**config.mk**
```make
export PLATFORM = sky130hd
export DESIGN_NAME = sumres_seq_ctrl
export DESIGN_NICKNAME = d
export VERILOG_FILES = /design/src/rtl/sumres_seq_ctrl.sv
export SDC_FILE = /design/constraint.sdc
export NUM_CORES = 1
export LEC_CHECK = 0
export BUFFER_PORTS_ARGS = -buffer_cell sky130_fd_sc_hd__buf_2
export CAP_MARGIN = 20
export CORE_AREA = 2 2 83 85
export DETAILED_ROUTE_END_ITERATION = 8
export DIE_AREA = 0 0 85 87
export PLACE_DENSITY_LB_ADDON = 0.08
export SETUP_SLACK_MARGIN = 0.4
export SYNTH_ARGS = -nofsm -noshare
export SYNTH_HDL_FRONTEND = slang
export SYNTH_SLANG_ARGS = --single-unit
export TNS_END_PERCENT = 10
```
**constraint.sdc**
```tcl
create_clock -name clk_in -period 2.32 [get_ports clk_in]
set_clock_uncertainty 0.1 [all_clocks]
set_input_delay 0 -clock clk_in [delete_from_list [all_inputs] [get_ports clk_in]]
set_output_delay 0 -clock clk_in [all_outputs]
set_load 0.005 [all_outputs]
```
**src/rtl/sumres_seq_ctrl.sv**
```systemverilog
// Add/sub sequencer: bit-serial add/sub, BCD conversion, 2-digit display mux.
// Ports: clk_in, rst_n, start/op/in_a/in_b in; busy/done/sign0/digit/dis0/dis1 out.
module sumres_seq_ctrl #(
  parameter int REFRESH_DIV = 100,
  parameter int CNT_W       = 7
) (
  input  logic       clk_in,
  input  logic       rst_n,
  input  logic       start,
  input  logic       op,
  input  logic [3:0] in_a,
  input  logic [3:0] in_b,
  output logic       busy,
  output logic       done,
  output logic       sign0,
  output logic [3:0] digit,
  output logic       dis0,
  output logic       dis1
);

  typedef enum logic [1:0] {
    S_IDLE,
    S_ADD,
    S_BCD,
    S_DONE
  } state_t;

  state_t           state;
  logic [3:0]       x;
  logic [3:0]       y;
  logic [2:0]       sum;
  logic             opr;
  logic             neg;
  logic             cy;
  logic [2:0]       cnt;
  logic [12:0]      sh;
  logic [3:0]       tens;
  logic [3:0]       units;
  logic [CNT_W-1:0] rcnt;

  logic        yb;
  logic        s_bit;
  logic        c_nx;
  logic [4:0]  r_nx;
  logic [3:0]  tu;
  logic [3:0]  uu;
  logic [12:0] dab;
  logic        last_bcd;
  logic        wrap;
  logic        dis0_nx;
  logic [3:0]  tens_nx;
  logic [3:0]  units_nx;

  // Full-adder cell on the current LSB of the shifting operands
  always_comb begin
    yb    = y[0] ^ opr;
    s_bit = x[0] ^ yb ^ cy;
    c_nx  = (x[0] & yb) | (x[0] & cy) | (yb & cy);
    // Subtraction carry-out is only the two's-complement artefact
    r_nx  = opr ? {1'b0, s_bit, sum}
                : {c_nx, s_bit, sum};
  end

  // One shift-add-3 step: [12:9] tens, [8:5] units, [4:0] binary
  always_comb begin
    tu  = sh[12:9];
    uu  = sh[8:5];
    if (tu >= 4'd5) tu = tu + 4'd3;
    if (uu >= 4'd5) uu = uu + 4'd3;
    dab = {tu[2:0], uu, sh[4:0], 1'b0};
  end

  always_comb begin
    last_bcd = (state == S_BCD) && (cnt == 3'd4);
    wrap     = (rcnt == CNT_W'(REFRESH_DIV - 1));
    dis0_nx  = wrap ? ~dis0 : dis0;
    tens_nx  = last_bcd ? dab[12:9] : tens;
    units_nx = last_bcd ? dab[8:5] : units;
  end

  always_ff @(posedge clk_in or negedge rst_n) begin
    if (!rst_n) begin
      state <= S_IDLE;
      busy  <= 1'b0;
      done  <= 1'b0;
      sign0 <= 1'b1;
      x     <= '0;
      y     <= '0;
      sum   <= '0;
      opr   <= 1'b0;
      neg   <= 1'b0;
      cy    <= 1'b0;
      cnt   <= '0;
      sh    <= '0;
    end else begin
      unique case (state)
        S_IDLE: begin
          done <= 1'b0;
          if (start) begin
            if (op && (in_a < in_b)) begin
              x   <= in_b;
              y   <= in_a;
              neg <= 1'b1;
            end else begin
              x   <= in_a;
              y   <= in_b;
              neg <= 1'b0;
            end
            opr   <= op;
            cy    <= op;
            cnt   <= '0;
            busy  <= 1'b1;
            state <= S_ADD;
          end
        end
        S_ADD: begin
          sum <= {s_bit, sum[2:1]};
          cy  <= c_nx;
          x   <= {1'b0, x[3:1]};
          y   <= {1'b0, y[3:1]};
          cnt <= cnt + 3'd1;
          if (cnt == 3'd3) begin
            sh    <= {8'd0, r_nx};
            cnt   <= '0;
            state <= S_BCD;
          end
        end
        S_BCD: begin
          sh  <= dab;
          cnt <= cnt + 3'd1;
          if (last_bcd) begin
            cnt   <= '0;
            done  <= 1'b1;
            sign0 <= ~neg;
            state <= S_DONE;
          end
        end
        S_DONE: begin
          done  <= 1'b0;
          busy  <= 1'b0;
          state <= S_IDLE;
        end
        default: state <= S_IDLE;
      endcase
    end
  end

  // Display refresh runs regardless of the sequencer state
  always_ff @(posedge clk_in or negedge rst_n) begin
    if (!rst_n) begin
      tens  <= '0;
      units <= '0;
      rcnt  <= '0;
      dis0  <= 1'b0;
      dis1  <= 1'b1;
      digit <= '0;
    end else begin
      tens  <= tens_nx;
      units <= units_nx;
      rcnt  <= wrap ? '0 : rcnt + 1'b1;
      dis0  <= dis0_nx;
      dis1  <= ~dis0_nx;
      digit <= dis0_nx ? units_nx : tens_nx;
    end
  end

endmodule

```
## Word-level counts from Yosys, hierarchy flattened

Cells that the tools add are included.

| word-level totals | value |
|---|---|
| flip-flop bits (word level) | 56 |
| output and inout port bits | 9 |

| operators by class | value |
|---|---|
| add/sub/neg operators | 4 |
| magnitude comparators | 3 |
| equality and inequality tests | 9 |
| multiplexer cells | 31 |
| bitwise operators | 11 |
| reductions and logical operators | 17 |

Operators by type and width:

| kind | number |
|---|---|
| 4-bit 2-to-1 mux | 8 |
| 13-bit case mux with 2 select lines | 1 |
| 4-bit case mux with 2 select lines | 2 |
| 2-bit AND reduction | 7 |
| 13-bit 2-to-1 mux | 1 |
| 3-bit 2-to-1 mux | 4 |
| 3-bit case mux with 3 select lines | 1 |
| 4-bit by 3-bit greater-or-equal comparator with 1-bit output (second input constant) | 2 |
| 2-bit case mux with 4 select lines | 1 |
| 2-bit nonzero test | 4 |
| 7-bit by 1-bit adder with 7-bit output (second input constant) | 1 |
| 7-bit == test (second input constant) | 1 |
| 7-bit 2-to-1 mux | 1 |
| 2-bit 2-to-1 mux | 3 |
| 2-bit != test (second input constant) | 3 |
| 1-bit case mux with 2 select lines | 3 |
| 1-bit 2-to-1 mux | 5 |
| 5-bit 2-to-1 mux | 1 |
| 4-bit by 2-bit adder with 4-bit output (second input constant) | 1 |
| 2-bit == test (second input constant) | 2 |
| 4-bit less-than comparator | 1 |
| 3-bit by 1-bit adder with 3-bit output (second input constant) | 1 |
| 3-bit by 2-bit adder with 3-bit output (second input constant) | 1 |
| 1-bit AND | 3 |
| 11 further kinds | 17 |

## Logic depth before layout (Yosys ltp)

| depth | value |
|---|---|
| depth after elaboration | 7 |
| mapped depth | 8 |
| depth with buffers taken out | 6 |

## Worst setup path before layout

No wires, ideal clock.

| timing | value |
|---|---|
| path type | register to register |
| from | reg state[1] |
| to | reg state[1] |
| setup time | 0.128 ns |
| data arrival time | 1.626 ns |
| required time | 2.092 ns |
| slack | 0.467 ns |
| stages on the path, launching flop included | 9 |
| period minus slack after synthesis | 1.853 ns |
| cell sequence | dfrtp_1 inv_1 ha_1 clkbuf_1 nor2b_1 buf_2 a21o_1 nor2b_1 mux2_1 |

| on the way | value |
|---|---|
| word-level cells in the longest chain between the ends | 4 |

Ends and longest elaborated chain:

| element | line | text |
|---|---|---|
| from (decl) | 28 | `state_t state;` |
| from (signal assigned) | 83 | `state <= S_IDLE;` |
| from (signal assigned) | 113 | `state <= S_ADD;` |
| from (signal assigned) | 125 | `state <= S_BCD;` |
| 2-bit == test | 74, 96 |  |
| 1-bit logical AND | 74 | `last_bcd = (state == S_BCD) && (cnt == 3'd4);` |
| 2-bit != test (no line) | - |  |
| 3-bit AND reduction (no line) | - |  |

Parallel ways exist; a longest one is shown, timed or not.
A chain may end at the register's enable or synchronous reset.

## Final worst setup path

| timing | value |
|---|---|
| from | reg sh[6] |
| to | reg digit[1] |

| on the way | value |
|---|---|
| word-level cells in the longest chain between the ends | 4 |

Ends and longest elaborated chain:

| element | line | text |
|---|---|---|
| from (decl) | 36 | `logic [12:0] sh;` |
| from (signal assigned) | 123 | `sh <= {8'd0, r_nx};` |
| 4-bit by 3-bit greater-or-equal comparator with 1-bit output | 69 | `if (uu >= 4'd5) uu = uu + 4'd3;` |
| 4-bit 2-to-1 mux | 69 |  |
| 4-bit 2-to-1 mux | 78 | `units_nx = last_bcd ? dab[8:5] : units;` |
| named net units_nx[1] | 52 | `logic [3:0] units_nx;` |
| 4-bit 2-to-1 mux | 163 | `digit <= dis0_nx ? units_nx : tens_nx;` |
| to (signal assigned) | 163 |  |
| to (decl) | 16 | `output logic [3:0] digit,` |

The timed path passes the listed nets, and every way through them passes these cells.

==> flow_summary.ini <==
[synth]
syn-cell-area_um2 = 3131
synth_top_area_share_pct = 43.17
synth_nets = 339
synthDistinctLibCells = 51
synth-seq-cells = 56
yosysSeqAreaShare_pct = 44.84
synth.avg_cell_area_um2 = 10.10
yosys-top-cells-area = dfrtp_1 (43%), ha_1 (6.4%), nand2_1 (4.4%)
synth_top_area_cell = dfrtp_1
yosysWarnings = 0
synth_async_sr_flop_share_pct = 100.0
synth_edf_count = 0
synth_ff_type = dfrtp_1
netlist_instances = 310

[worst_setup_path]
critPathKind = reg2reg
cpPeakStageDelay_ps = 420
worstPathRequired_ps = 2430
cpMaxStageDelayCell = dfrtp_1
r2r_cells = 6
path_buf_inv = 1
regToRegStartpoint = sh[6]
timing.rr.end = digit[1]
r2r_setup_slack_ps = 490
cp_cell_sequence = inv_1 > ha_1 > nand2b_1 > a211oi_2 > o31ai_1 > mux2_1
crit_family = compound AO/OA/AOI/OAI gates
cp-end-kind = flip-flop
start_kind = flip-flop
path_max_fanout = 4
arrival_ps = 1940

[timing]
hold_viol = 0
slew-limit-headroom_pct = 57.27
setup_viol = 0
worst_pin_slew_ps = 640.9
drv_slew = 0
fin_crit_sh_pct = 79.00
fin_tns_setup_ps = 0
rsz0062_at_grt = true
fin_crit_ps = 1833
fmax_ghz = 0.5456

[cts]
cts_tree = built
clock-sinks = 56
clock_latency_ps = 320
cts_buffers = 5
cts_buffer_depth = 2
clockRootBuffer = clkbuf_8
cts.clk_slew.worst_paths_ps = 110
cts.htree.levels = 2

[floorplanning]
core_area_um2 = 6569
rows = 30
die_w_um = 85
die_y_um = 87
start_util_pct = 47.66
ioPinCount = 21
die_area_um2 = 7395

[route]
dr.pass1.iters = 4
drt_iter0_drc = 117
drc = 0
viasPerCell = 5.546
wire_per_inst_um = 14.45
route.vias.total = 2357
antenna_left = 0
wl_um = 6143

[place]
io_buffers = 20
dp.cells = 402
dp_hpwl_um = 4339
gp_congestion = 0.7358

[pwr]
vdd_ir_drop_max_uv = 555.7
leakagePower_nw = 1.594
cellPowerDensity_nw_per_um2 = 1108

[finish]
finalNetCount = 373
final_core_util_pct = 54.72
stdcell_count = 425
final.fill_count = 597
syn_to_final_growth_pct = 14.83
layout_common_cells = dfrtp_1 (53), nand2_1 (37), o21ai_0 (24), inv_1 (21), buf_2 (20)
drive_gt1_share_pct = 22.32
final_common_cell = dfrtp_1
diodes = 0

[run_status]
status = complete, no violations

[global_routing]
grt_pass1_wl_um = 10840
grt_pass1_vias = 2272
antenna_found_initial = 0
grt_max_degree = 30
grt_overflow = 0
grt.total_usage_pct = 18.16

[flow_run]
maxCapViolCount = 0

[worst_hold_path]
worstHoldPathType = in2async
==> state kept, by name, indices dropped and copies added, names as in the netlist, 2 cells and up <==
name	flops
sum	3
rcnt	7
tens	4
y	4
state	2
cnt	3
sh	13
x	4
digit	4
units	4
==> final cells by class <==
cell class | count | area, µm² | area share [%]
Timing Repair Buffer | 44 | 332.8 | 9.259
Sequential cell | 56 | 1405 | 39.09
Clock inverter | 3 | 23.77 | 0.6613
Multi-Input combinational cell | 216 | 1585 | 44.10
Tap cell | 80 | 100.1 | 2.785
Clock buffer | 5 | 68.82 | 1.914
Inverter | 21 | 78.83 | 2.193
==> through the flow <==
step | power, mW | hold WS, ps | cell area, µm² | worst slack, ps
finish | 3.982 | 126.9 | 3595 | 487.2
detailed placement | 3.340 | -34.45 | 3328 | 442.8
CTS | 3.914 | 152.1 | 3531 | 423.7
global route | 4.367 | 193.2 | 3595 | 328.7
floorplan | 2.838 | -395.6 | 3131 | 466.7
global placement | 3.301 | -36.77 | 3328 | 461.9
==> layer usage <==
layer | up-vias | wire (µm) | global-route usage (%)
li1 | 1176 | - | -
met5 | - | 0 | 0
met2 | 25 | 2905 | 29.33
met1 | 1151 | 3063 | 25.44
met3 | 5 | 110 | 3.128
met4 | 0 | 63 | 4.762
==> report_power, final <==
group | leakage (nW) | switching [mW] | internal [mW]
Sequential | 0.712 | 0.255 | 1.30
Clock | 0.0404 | 0.338 | 0.215
Combinational | 0.842 | 0.992 | 0.883
Total | 1.59 | 1.59 | 2.40
==> cell usage after synthesis (3+ instances only) <==
master	n
dfrtp_1	54
nand2_1	37
o21ai_0	24
inv_1	21
ha_1	16
a21oi_1	10
nor2_1	10
mux2_2	9
a22oi_1	8
nand2b_1	8
nand4_1	8
o211ai_2	8
clkbuf_1	7
nor2b_1	7
buf_2	6
nand3_1	6
o22ai_1	6
a211oi_1	5
mux2_1	5
a211o_1	4
mux2i_1	4
o31ai_1	4
xnor2_1	4
a31oi_1	3
nor3b_1	3
==> logic make-up (layout without fill, tap and decap cells) <==
logic type | after synthesis | count (layout) | synth area share (%)
simple gates | 89 | 89 | 14.95
compound gates | 87 | 87 | 19.67
flops | 56 | 56 | 44.84
buf+inv | 38 | 73 | 5.556
mux | 18 | 18 | 6.315
fa+ha+maj | 17 | 17 | 7.034
xor+xnor | 5 | 5 | 1.639
==> how the worst max path moves through the flow <==
| stage | depth (start not counted) | slack, ps | to | startpoint |
|---|---|---|---|---|
| after floorplan | 8 | 470 | state[1] | state[1] |
| after global placement | 6 | 460 | digit[1] | sh[5] |
| after detailed placement | 6 | 440 | digit[0] | sh[5] |
| after CTS | 6 | 420 | sh[9] | sh[5] |
| after global routing | 6 | 330 | digit[1] | sh[6] |
| final | 6 | 490 | digit[1] | sh[6] |
==> what timing repair did <==
item	CTS	global route
resized for setup	0	9
endpoints found under the setup margin	0	14
hold buffers	11	0
buffers inserted	0	4
hold endpoints to repair	39	0
(Power assumes the default switching activity.)
